## config.mk

```make
export PLATFORM = sky130hd
export DESIGN_NAME = uart_baud_gen
export DESIGN_NICKNAME = d
export VERILOG_FILES = /design/src/rtl/uart_baud_gen.sv
export SDC_FILE = /design/constraint.sdc
export NUM_CORES = 1
export LEC_CHECK = 0
export CORE_UTILIZATION = 25
export DETAILED_ROUTE_END_ITERATION = 10
export PLACE_DENSITY_LB_ADDON = 0.1
export SLEW_MARGIN = 40
export SYNTH_ARGS = -nofsm -noshare
export SYNTH_HDL_FRONTEND = slang
export SYNTH_SLANG_ARGS = --single-unit
```

## constraint.sdc

```tcl
create_clock -name clk -period 5.95 [get_ports clk]
set_clock_uncertainty 0.15 [all_clocks]
set_input_delay 0.595 -clock clk [delete_from_list [all_inputs] [get_ports clk]]
set_output_delay 0.595 -clock clk [all_outputs]
set_load 0.02 [all_outputs]
```

## src/rtl/uart_baud_gen.sv

```systemverilog
// UART baud tick generator: fractional clock divider producing an oversample tick,
// a tx bit tick every OVERSAMPLE oversample ticks, and a re-phasable rx mid-bit strobe.
module uart_baud_gen #(
  parameter int unsigned DIV_WIDTH  = 16,
  parameter int unsigned FRAC_WIDTH = 4,
  parameter int unsigned OVERSAMPLE = 16,
  parameter int unsigned RESET_DIV  = 325,
  parameter int unsigned RESET_FRAC = 8
) (
  input  logic                          clk,
  input  logic                          rst,
  input  logic                          en,
  input  logic [DIV_WIDTH-1:0]          div_int,
  input  logic [FRAC_WIDTH-1:0]         div_frac,
  input  logic                          div_load,
  input  logic                          rx_resync,
  output logic                          rx_tick,
  output logic                          tx_tick,
  output logic                          rx_sample,
  output logic [$clog2(OVERSAMPLE)-1:0] rx_os_cnt
);

  localparam int unsigned OS_W = $clog2(OVERSAMPLE);
  localparam int unsigned CNT_W = DIV_WIDTH + 1;
  localparam logic [OS_W-1:0] OS_LAST = OS_W'(OVERSAMPLE - 1);
  localparam logic [OS_W-1:0] OS_MID = OS_W'(OVERSAMPLE / 2 - 1);

  logic [DIV_WIDTH-1:0]  div_q, div_d;
  logic [FRAC_WIDTH-1:0] frac_q, frac_d;
  logic [CNT_W-1:0]      cnt_q, cnt_d;
  logic [FRAC_WIDTH-1:0] acc_q, acc_d;
  logic                  carry_q, carry_d;
  logic [OS_W-1:0]       tx_os_q, tx_os_d;
  logic [OS_W-1:0]       rx_os_q, rx_os_d;
  logic                  rx_tick_q, rx_tick_d;
  logic                  tx_tick_q, tx_tick_d;
  logic                  rx_sample_q, rx_sample_d;

  logic [CNT_W-1:0]      eff;
  logic [CNT_W-1:0]      period_m1;
  logic [FRAC_WIDTH:0]   acc_sum;
  logic                  wrap;

  // Divisors below 2 are clamped so ticks can never be back-to-back.
  assign eff       = (div_q < DIV_WIDTH'(2)) ? CNT_W'(2) : {1'b0, div_q};
  assign period_m1 = carry_q ? eff : eff - 1'b1;
  assign wrap      = (cnt_q == period_m1);
  assign acc_sum   = {1'b0, acc_q} + {1'b0, frac_q};

  always_comb begin
    div_d       = div_q;
    frac_d      = frac_q;
    cnt_d       = cnt_q;
    acc_d       = acc_q;
    carry_d     = carry_q;
    tx_os_d     = tx_os_q;
    rx_os_d     = rx_os_q;
    rx_tick_d   = 1'b0;
    tx_tick_d   = 1'b0;
    rx_sample_d = 1'b0;
    if (div_load) begin
      div_d   = div_int;
      frac_d  = div_frac;
      cnt_d   = '0;
      acc_d   = '0;
      carry_d = 1'b0;
      tx_os_d = '0;
      rx_os_d = '0;
    end else if (en) begin
      if (wrap) begin
        cnt_d              = '0;
        {carry_d, acc_d}   = acc_sum;
        rx_tick_d          = 1'b1;
        tx_os_d            = tx_os_q + 1'b1;
        tx_tick_d          = (tx_os_q == OS_LAST);
      end else begin
        cnt_d = cnt_q + 1'b1;
      end
      // A resync coinciding with a wrap swallows that wrap's rx phase step.
      if (rx_resync) begin
        rx_os_d = '0;
      end else if (wrap) begin
        rx_os_d     = rx_os_q + 1'b1;
        rx_sample_d = (rx_os_q == OS_MID);
      end
    end
  end

  always_ff @(posedge clk or posedge rst) begin
    if (rst) begin
      div_q       <= DIV_WIDTH'(RESET_DIV);
      frac_q      <= FRAC_WIDTH'(RESET_FRAC);
      cnt_q       <= '0;
      acc_q       <= '0;
      carry_q     <= 1'b0;
      tx_os_q     <= '0;
      rx_os_q     <= '0;
      rx_tick_q   <= 1'b0;
      tx_tick_q   <= 1'b0;
      rx_sample_q <= 1'b0;
    end else begin
      div_q       <= div_d;
      frac_q      <= frac_d;
      cnt_q       <= cnt_d;
      acc_q       <= acc_d;
      carry_q     <= carry_d;
      tx_os_q     <= tx_os_d;
      rx_os_q     <= rx_os_d;
      rx_tick_q   <= rx_tick_d;
      tx_tick_q   <= tx_tick_d;
      rx_sample_q <= rx_sample_d;
    end
  end

  assign rx_tick   = rx_tick_q;
  assign tx_tick   = tx_tick_q;
  assign rx_sample = rx_sample_q;
  assign rx_os_cnt = rx_os_q;

endmodule

```

==> out/qor.yml, run 1 <==
clock_network:
  ctsRootBufferMaster: "clkbuf_16"
  post-cts-setup-buffers: 0
  clk_path_buf_depth: 2
  clock_latency_ns: 0.30
  cts.hold.buffers_added: 0
  post_cts_resized: 0
  path_clk_slew_ns: 0.08
  numCtsBuffers: 5
  cts_max_level: 2
  cts_tree: "done"
  clock_sinks: 53
critical_path:
  arrival_ns: 3.96
  crit_type: "register to register"
  worst_ep_required_time_ns: 5.99
  crit_path_end_kind: "register"
  crit_path_max_fanout: 15
  critPathLaunchType: "register"
place:
  place_hpwl_mm: 6.770
  pre_cts_slack_ns: 2.054
  numPortBuffers: 31
  gp_congestion: 0.8205
  dpl_cell_area_sq_mm: 0.003918
routing:
  viasPerCell: 5.103
  dr.pass1.iters: 4
  dr_total_vias: 2812
  drtIter0Drc: 138
  drtAntennaViolNets: 0
  routed_wl_mm: 9.450
  drc: 0
  wl_per_cell_microns: 17.15
die:
  die_area_sq_mm: 0.01418
  start_util: 0.2578
  rows: 42
  die_y_microns: 119.1
  coreArea_sq_mm: 0.01330
  ios: 32
  fp.dieW_microns: 119.1
synthesis:
  yosysWarnings: 0
  ys.flop_type: "dfrtp_1"
  yosysSeqAreaShare: 0.3888
  synth_cell_types: 61
  ys_async_sr_fraction: 1.000
  synth_nets: 382
  synth_edf_count: 0
  avgSynthCellArea_sq_um: 9.848
  syn-cell-area_sq_mm: 0.003427
  syn_inst: 348
  ys_ff_latch: 53
sta:
  slew-limit-headroom: 0.5053
  fmax_ghz: 0.2550
  slew_violations: 0
  setup_ws_ns: 2.028
  hold_viol: 0
  min_period_over_period: 0.6592
  rsz0062_at_grt: "no"
  setup_viol: 0
  worstMarginPinSlew_ns: 0.7357
  final.setup.tns_ns: 0
  finalCriticalPeriod_ns: 3.922
min_path:
  hp-class: "register to register"
pwr:
  p_switching_mw: 0.2366
  power_density_mw_per_mm2: 203.8
  clockPowerShare: 0.361
  power_frac_seq: 0.491
  ir_worst_vdd_mv: 0.1050
  p_sw_frac: 0.2858
  power_frac_comb: 0.148
  p_leak_nw: 1.549
  intPower_mw: 0.5913
final_layout:
  n_antenna_cell: 0
  drive_above_1_share: 0.1307
  finalNetCount: 408
  area_growth_pct: 18.51
  postLayoutCoreUtil: 0.3055
  fillers: 1403
  stdcell_area_sq_mm: 0.004061
grt:
  antenna_found_initial: 0
  grt_usage: 0.1393
  grt_overflow_total: 0
  grt_pass1_vias: 2698
  grt_max_degree: 61
  grt_pass1_wl_mm: 15.28
run:
  cap_violations: 0
status:
  outcome: "complete, no violations"
[layout make-up]
class / count / area (sq um) / share of cell area
multi-input combinational: 278 / 2033 / 0.5006
clock buffer: 6 / 128.9 / 0.03173
clock inverter: 2 / 15.01 / 0.003697
sequential: 53 / 1333 / 0.3281
inverter: 3 / 11.26 / 0.002773
timing repair buffer: 33 / 320.3 / 0.07887
tap: 176 / 220.2 / 0.05422
[critical path, cell delays in order, from the launching register on]
cell      delay [ns]
dfrtp_1         0.48
nor4_4          0.46
nand4_1         0.18
nand2_1         0.11
ha_1            0.20
nor4b_4         0.36
and4_1          0.29
nand4_1         0.10
a211o_1         0.35
a211oi_4        0.58
nand4_1         0.18
mux2_1          0.35
[cell usage after synthesis, types with 6 or more instances]
| master | instances | area (sq um) |
|---|---|---|
| clkbuf_1 | 8 | 30.03 |
| or4_1 | 7 | 52.55 |
| nor3_1 | 19 | 95.09 |
| dfrtp_1 | 48 | 1201 |
| xor2_1 | 18 | 157.7 |
| ha_1 | 8 | 100.1 |
| nand3_1 | 10 | 50.05 |
| and2_1 | 6 | 37.54 |
| mux2_2 | 20 | 225.2 |
| nand2_1 | 15 | 56.30 |
| nor2_1 | 20 | 75.07 |
| o31ai_1 | 7 | 52.55 |
| nor2b_1 | 7 | 43.79 |
| nand4_1 | 22 | 137.6 |
| a21oi_1 | 12 | 60.06 |
| and3_1 | 8 | 50.05 |
| nand2b_1 | 11 | 68.82 |
| xnor2_1 | 13 | 113.9 |
| o21ai_0 | 7 | 35.03 |
[kinds of logic after synthesis]
logic type	after synthesis	share of synthesized area
buffers and inverters	17	0.02191
DFF	53	0.3888
adders and majority gates	9	0.03505
muxes	25	0.08105
and+or+nand+nor	155	0.2727
AOI/OAI and AO/OA	58	0.1212
xor gates and xnor gates	31	0.07923
[path summary, 6_finish.rpt]
| check | from | slack, ns | cells past startpoint | endpoint |
|---|---|---|---|---|
| max | div_q[9] | 2.03 | 11 | tx_os_q[3] |
| min | frac_q[0] | 0.38 | 1 | frac_q[0] |
| max reg2reg | div_q[9] | 2.03 | 11 | tx_os_q[3] |
| min reg2reg | frac_q[0] | 0.38 | 1 | frac_q[0] |
| max in group asynchronous | rst | 4.53 | 3 | cnt_q[9] |
| min in group asynchronous | rst | 0.65 | 3 | frac_q[1] |
[cells in the final DEF (no fill, tap or decap), types with 3 or more instances in the layout]
cell and count:
a211oi_1 3, a21oi_1 12, a31oi_1 5, and2_1 6, and3_1 8, and4_1 5, clkbuf_16 5, clkdlybuf4s50_1 30
dfrtp_1 48, dfstp_2 5, ha_1 8, mux2_2 20, mux2i_1 3, nand2_1 15, nand2b_1 11, nand3_1 10
nand4_1 22, nor2_1 20, nor2b_1 7, nor3_1 19, nor4_1 5, o21ai_0 7, o31ai_1 7, or2_2 5
or3_1 3, or4_1 7, xnor2_1 13, xor2_1 18
[sequential cells by signal, summed over array words and instances, names as in the netlist]
signal,flops
rx_os_cnt,4
tx_tick,1
frac_q,4
acc_q,4
tx_os_q,4
rx_tick,1
carry_q,1
cnt_q,17
div_q,16
rx_sample,1
[routing by layer]
layer / GRT usage / vias to the layer above / wire length [microns]
met5: 0 / - / 0
met4: 0.04114 / 0 / 141
li1: - / 1376 / -
met2: 0.2198 / 45 / 4329
met3: 0.02299 / 9 / 265
met1: 0.1941 / 1382 / 4714
[power by group through the flow]
stage	combinational [mW]	clock [mW]	sequential (mW)
6_report	0.122	0.299	0.406
5_1_grt	0.135	0.323	0.409
4_1_cts	0.124	0.311	0.406
3_5_place_dp	0.124	0	0.413
3_3_place_gp	0.123	0	0.413
2_1_floorplan	0.0851	0	0.403
[per-stage QoR]
step	instances	power (mW)	hold slack, ns
floorplan	348	0.4886	0.3375
global placement	543	0.5363	0.3626
detailed placement	543	0.5367	0.3633
CTS	551	0.8413	0.3819
global route	551	0.8677	0.4082
finish	551	0.8279	0.3762
Power figures use the tool's default switching activity.
==> run 2: changes to the inputs <==
==> constraint.sdc (replaced) <==
create_clock -name clk -period 3.35 [get_ports clk]
set_clock_uncertainty 0.15 [all_clocks]
set_input_delay 0.335 -clock clk [delete_from_list [all_inputs] [get_ports clk]]
set_output_delay 0.335 -clock clk [all_outputs]
set_load 0.02 [all_outputs]
==> run 2 against run 1 <==
  * The run now ends with negative setup slack left
  * Critical path depth down 1
  * Largest cell class unchanged
  * Critical endpoint is now tx_os_q[0]
  * Critical path type unchanged
  * Clock power up 92%
  * Die area unchanged
  * Cell count rose by 7.3%
  * Sequential power is 72% higher
  * Wire length up 6.4%
  * Non-clock buffer count is 40 higher
==> out/qor.yml, run 2 (same netlist as run 1, synthesis figures left out) <==
routing:
  dr_total_vias: 2964
  drtIter0Drc: 88
  dr.pass1.iters: 4
  wl_per_cell_microns: 17.01
  viasPerCell: 5.015
  drc: 0
  routed_wl_mm: 10.05
  drtAntennaViolNets: 0
place:
  place_hpwl_mm: 7.406
  numPortBuffers: 31
  gp_congestion: 0.8023
die:
  fp.dieW_microns: 119.1
  ios: 32
  die_y_microns: 119.1
  start_util: 0.2578
  coreArea_sq_mm: 0.01330
  die_area_sq_mm: 0.01418
  rows: 42
pwr:
  p_leak_nw: 1.799
  ir_worst_vdd_mv: 0.1630
  p_total_mw: 1.573
  power_density_mw_per_mm2: 343.5
run:
  cap_violations: 0
final_layout:
  multi_input_area_sq_mm: 0.002183
  top_regs: "cnt_q: 17 flops, div_q: 16 flops"
  finalNetCount: 448
  seqCellArea_sq_mm: 0.001333
  n_antenna_cell: 0
  drive_above_1_share: 0.2795
  fillers: 1364
  layout_common_cells: "dfrtp_1, buf_4, clkdlybuf4s50_1, nand4_1"
  largest-register: "cnt_q"
  largest_reg_flops: 17
  area_growth_pct: 33.63
  mostFrequentLayoutCell: "dfrtp_1"
grt:
  grtUsageMet2: 0.2387
  grt_overflow_total: 0
  grt_pass1_wl_mm: 16.16
  use_met1: 0.1991
  busiest_layer: "met2"
  gr-usage-met3: 0.02538
  grt_pass1_vias: 2934
  grt_usage: 0.1476
  grt_max_degree: 41
  antenna_found_initial: 0
clock_network:
  clk_path_buf_depth: 2
  cts_max_level: 2
  ctsRootBufferMaster: "clkbuf_16"
  cts_tree: "done"
  clock_sinks: 53
  path_clk_slew_ns: 0.07
  numCtsBuffers: 5
  clock_latency_ns: 0.30
sta:
  setup_viol: 17
  min_period_over_period: 1.023
  fmax_ghz: 0.2917
  timing.hold.ws_ns: 0.1551
  rsz0062_at_grt: "yes"
  hold_viol: 0
  setup_ws_ns: -0.07848
  slew_violations: 0
  final.setup.tns_ns: -0.6722
  slew-limit-headroom: 0.5922
  finalCriticalPeriod_ns: 3.428
  worstMarginPinSlew_ns: 0.6116
min_path:
  hp-class: "primary input to async pin"
critical_path:
  crit_type: "register to register"
  path_cells: "nor4_4, a41oi_1, ha_2, or4b_4, o32ai_2, o21ai_1, a211o_1, a211o_4, or4_4, a21oi_2"
  worst_ep_required_time_ns: 3.43
  reg2regPathDepth: 10
  critical_path.startpoint: "div_q[2]"
  rrSetupSlack_ns: -0.08
  cp-endpoint: "tx_os_q[0]"
  timing.rr.start: "div_q[2]"
  crit_path_top_delay_cell: "dfstp_2"
  critPathLaunchType: "register"
  max_stage_delay_ns: 0.56
  crit_path_end_kind: "register"
  arrival_ns: 3.51
  r2r-end: "tx_os_q[0]"
  crit_path_max_fanout: 4
status:
  failed_checks: "negative setup slack"
  outcome: "complete, but fails checks"
[run 2: cell types whose count changed in the layout (fill, tap and decap cells not counted), sizes merged]
cell	previous run	this run
clkbuf	6	8
clkinvlp	2	0
clkinv	0	1
buf	3	42
[run 2: layout make-up]
type / count / share of cell area
inverter: 3 / 0.002459
timing repair buffer: 73 / 0.1473
clock buffer: 7 / 0.03333
sequential: 53 / 0.2910
tap: 176 / 0.04809
multi-input combinational: 278 / 0.4768
clock inverter: 1 / 0.001093
[run 2: layer usage]
layer / up-vias / share of wire / routed length (microns)
met4: 0 / 0.012 / 125
met3: 8 / 0.024 / 245
met2: 33 / 0.48 / 4816
li1: 1444 / - / -
met5: - / 0 / 0
met1: 1479 / 0.48 / 4863
[run 2: how the worst min path moves through the flow]
stage	end	startpoint	depth (start not counted)	slack (ns)
2_1_floorplan	rx_os_cnt[2]	rx_resync	1	0.32
3_3_place_gp	frac_q[0]	frac_q[0]	1	0.37
3_5_place_dp	frac_q[2]	frac_q[2]	1	0.37
4_1_cts	frac_q[1]	rst	2	0.16
5_1_grt	tx_os_q[1]	rst	2	0.20
6_report	frac_q[1]	rst	2	0.16
[run 2: repair_timing]
item	in CTS	in global routing
pin swaps	3	14
endpoints found under the setup margin	29	33
gates resized for setup	2	34
hold buffers	0	0
endpoints found under the hold margin	0	0
buffers inserted	0	4
gates cloned	0	1
[run 2: where the power goes]
part	internal (mW)	switching, mW	total, mW
clock network	0.318	0.255	0.573
logic	0.142	0.158	0.300
registers	0.671	0.0290	0.700
[run 2: through the flow]
stage                       util  setup slack [ns]  instances  instance area (sq um)
after floorplan                -           0.03195        348                   3433
after global placement    0.3154          -0.05849        579                   4193
after detailed placement  0.3154           -0.1354        579                   4193
after CTS                 0.3277          -0.05776        587                   4357
after global routing      0.3444           -0.1468        591                   4579
final                     0.3444          -0.07848        591                   4579
[run 2: worst max-delay path: cells and delay by family, from the launching register on]
kind / cells / cell delay (ns)
AOI/OAI and AO/OA: 6 / 1.35
and+or+nand+nor: 3 / 1.02
DFF: 1 / 0.56
adders and majority gates: 1 / 0.27
==> run 3: changes to the inputs <==
--- a/config.mk
+++ b/config.mk
@@ -5,7 +5,8 @@
 export SDC_FILE = /design/constraint.sdc
 export NUM_CORES = 1
 export LEC_CHECK = 0
-export CORE_UTILIZATION = 25
+export CORE_UTILIZATION = 52
+export CTS_CLUSTER_DIAMETER = 40
 export DETAILED_ROUTE_END_ITERATION = 10
 export PLACE_DENSITY_LB_ADDON = 0.1
 export SLEW_MARGIN = 40
==> run 3 against run 2 <==
  * The flow still finishes with violations (negative setup slack)
  * Sequential cell count unchanged
  * Sequential power is essentially flat
  * Count of clock-buffer cells in the layout is 1 higher
  * Largest power group unchanged
  * Setup slack got worse by 0.00078 ns
  * Register-to-register slack is essentially flat
  * Total power decreased by 13%
  * Final area shrank 4.8%
==> out/qor.yml, run 3 (same netlist as run 1, synthesis figures left out) <==
status:
  outcome: "complete, but fails checks"
  failed_checks: "negative setup slack"
routing:
  drtIter0Drc: 234
  drtAntennaViolNets: 0
  drc: 0
  dr.pass1.iters: 5
  routed_wl_mm: 8.770
  wl_per_cell_microns: 17.75
  dr_total_vias: 3039
  viasPerCell: 6.152
pwr:
  power_frac_seq: 0.511
  p_sw_frac: 0.2828
  p_switching_mw: 0.3875
  p_leak_nw: 1.775
  power_frac_comb: 0.216
  clockPowerShare: 0.273
  ir_worst_vdd_mv: 0.2162
  intPower_mw: 0.9826
  power_density_mw_per_mm2: 314.4
sta:
  min_period_over_period: 1.024
  slew-limit-headroom: 0.5620
  final.setup.tns_ns: -0.5865
  worstMarginPinSlew_ns: 0.6570
  slew_violations: 0
  rsz0062_at_grt: "yes"
  setup_ws_ns: -0.07926
  hold_viol: 0
  timing.hold.ws_ns: 0.3266
  setup_viol: 17
  fmax_ghz: 0.2916
  finalCriticalPeriod_ns: 3.429
grt:
  grt_pass1_wl_mm: 14.57
  grt_pass1_vias: 2979
  grt_max_degree: 53
  antenna_found_initial: 0
  grt_usage: 0.2596
  grt_overflow_total: 0
critical_path:
  reg2regPathDepth: 11
  cp-endpoint: "tx_os_q[0]"
  crit_type: "register to register"
  worst_ep_required_time_ns: 3.43
  arrival_ns: 3.51
  r2r-end: "tx_os_q[0]"
  timing.rr.start: "div_q[2]"
  critical_path.startpoint: "div_q[2]"
  crit_path_end_kind: "register"
  crit_path_max_fanout: 4
  rrSetupSlack_ns: -0.08
  critPathLaunchType: "register"
die:
  die_y_microns: 83.18
  fp.dieW_microns: 83.18
  die_area_sq_mm: 0.006919
  coreArea_sq_mm: 0.006350
  start_util: 0.5397
  ios: 32
  rows: 29
clock_network:
  clk_path_buf_depth: 2
  numCtsBuffers: 5
  clock_sinks: 53
  cts.hold.buffers_added: 0
  path_clk_slew_ns: 0.09
  cts_tree: "done"
  clock_latency_ns: 0.30
  cts_max_level: 2
  ctsRootBufferMaster: "clkbuf_8"
final_layout:
  seqCellArea_sq_mm: 0.001333
  multi_input_area_sq_mm: 0.002143
  layout_common_cells: "dfrtp_1, buf_4, clkdlybuf4s50_1, nand4_1"
  drive_above_1_share: 0.2686
  fillers: 505
  finalNetCount: 450
  largest_reg_flops: 17
  mostFrequentLayoutCell: "dfrtp_1"
  area_growth_pct: 27.16
  n_antenna_cell: 0
  largest-register: "cnt_q"
  top_regs: "cnt_q: 17 flops, div_q: 16 flops"
place:
  place_hpwl_mm: 6.153
  pre_cts_slack_ns: -0.1099
  gp_congestion: 0.8777
  numPortBuffers: 31
min_path:
  hp-class: "primary input to async pin"
run:
  cap_violations: 0
run 3: cell type report:
type,instances,area share
Clock buffer,8,0.02067
Multi-Input combinational cell,278,0.4918
Sequential cell,53,0.3058
Timing Repair Buffer,75,0.1565
Inverter,3,0.003158
Tap cell,77,0.02211
run 3: metal layers:
metal  vias to the layer above  global-route usage  wire, microns  part of all wire
met3                        17             0.03777            391             0.045
met2                        99              0.4382           4384              0.50
li1                       1448                   -              -                 -
met1                      1475              0.3461           3822              0.44
met5                         -                   0              0                 0
met4                         0             0.07837            172             0.020
run 3: how the worst min path moves through the flow:
stage | to | depth (start not counted)
2_1_floorplan | rx_os_cnt[2] | 1
3_5_place_dp | frac_q[0] | 1
6_report | div_q[1] | 2
3_3_place_gp | frac_q[0] | 1
5_1_grt | tx_os_q[1] | 2
4_1_cts | tx_os_q[1] | 2
run 3: critical path, stage by stage (launching register included):
cell and delay, ns:
dfstp_2 0.57, nor4_4 0.05, buf_4 0.14, a41oi_2 0.25, ha_2 0.24, or4b_4 0.47
o32ai_2 0.11, o21ai_1 0.10, a211o_1 0.30, a211o_4 0.36, or4_4 0.49, a21oi_2 0.14
run 3: metrics by stage:
stage | total power [mW] | util | instances | instance area, sq um
2_1_floorplan | 0.8683 | - | 348 | 3433
3_3_place_gp | 0.9816 | 0.6361 | 476 | 4039
3_5_place_dp | 0.9896 | 0.6365 | 476 | 4041
4_1_cts | 1.372 | 0.6587 | 486 | 4183
5_1_grt | 1.436 | 0.6863 | 494 | 4358
6_report | 1.370 | 0.6863 | 494 | 4358
run 3: timing repair:
| item | in CTS | in global routing |
|---|---|---|
| cloned | 0 | 2 |
| pin swaps | 6 | 11 |
| setup endpoints to repair | 23 | 32 |
| hold endpoints to repair | 0 | 0 |
| resized for setup | 7 | 23 |
| setup buffers | 2 | 6 |
run 3: power by group through the flow:
stage          Sequential [mW]  Combinational, mW  Clock (mW)
2_1_floorplan            0.717              0.152           0
3_3_place_gp             0.707              0.274           0
3_5_place_dp             0.709              0.281           0
4_1_cts                  0.699              0.289       0.383
5_1_grt                  0.704              0.324       0.408
6_report                 0.700              0.296       0.374
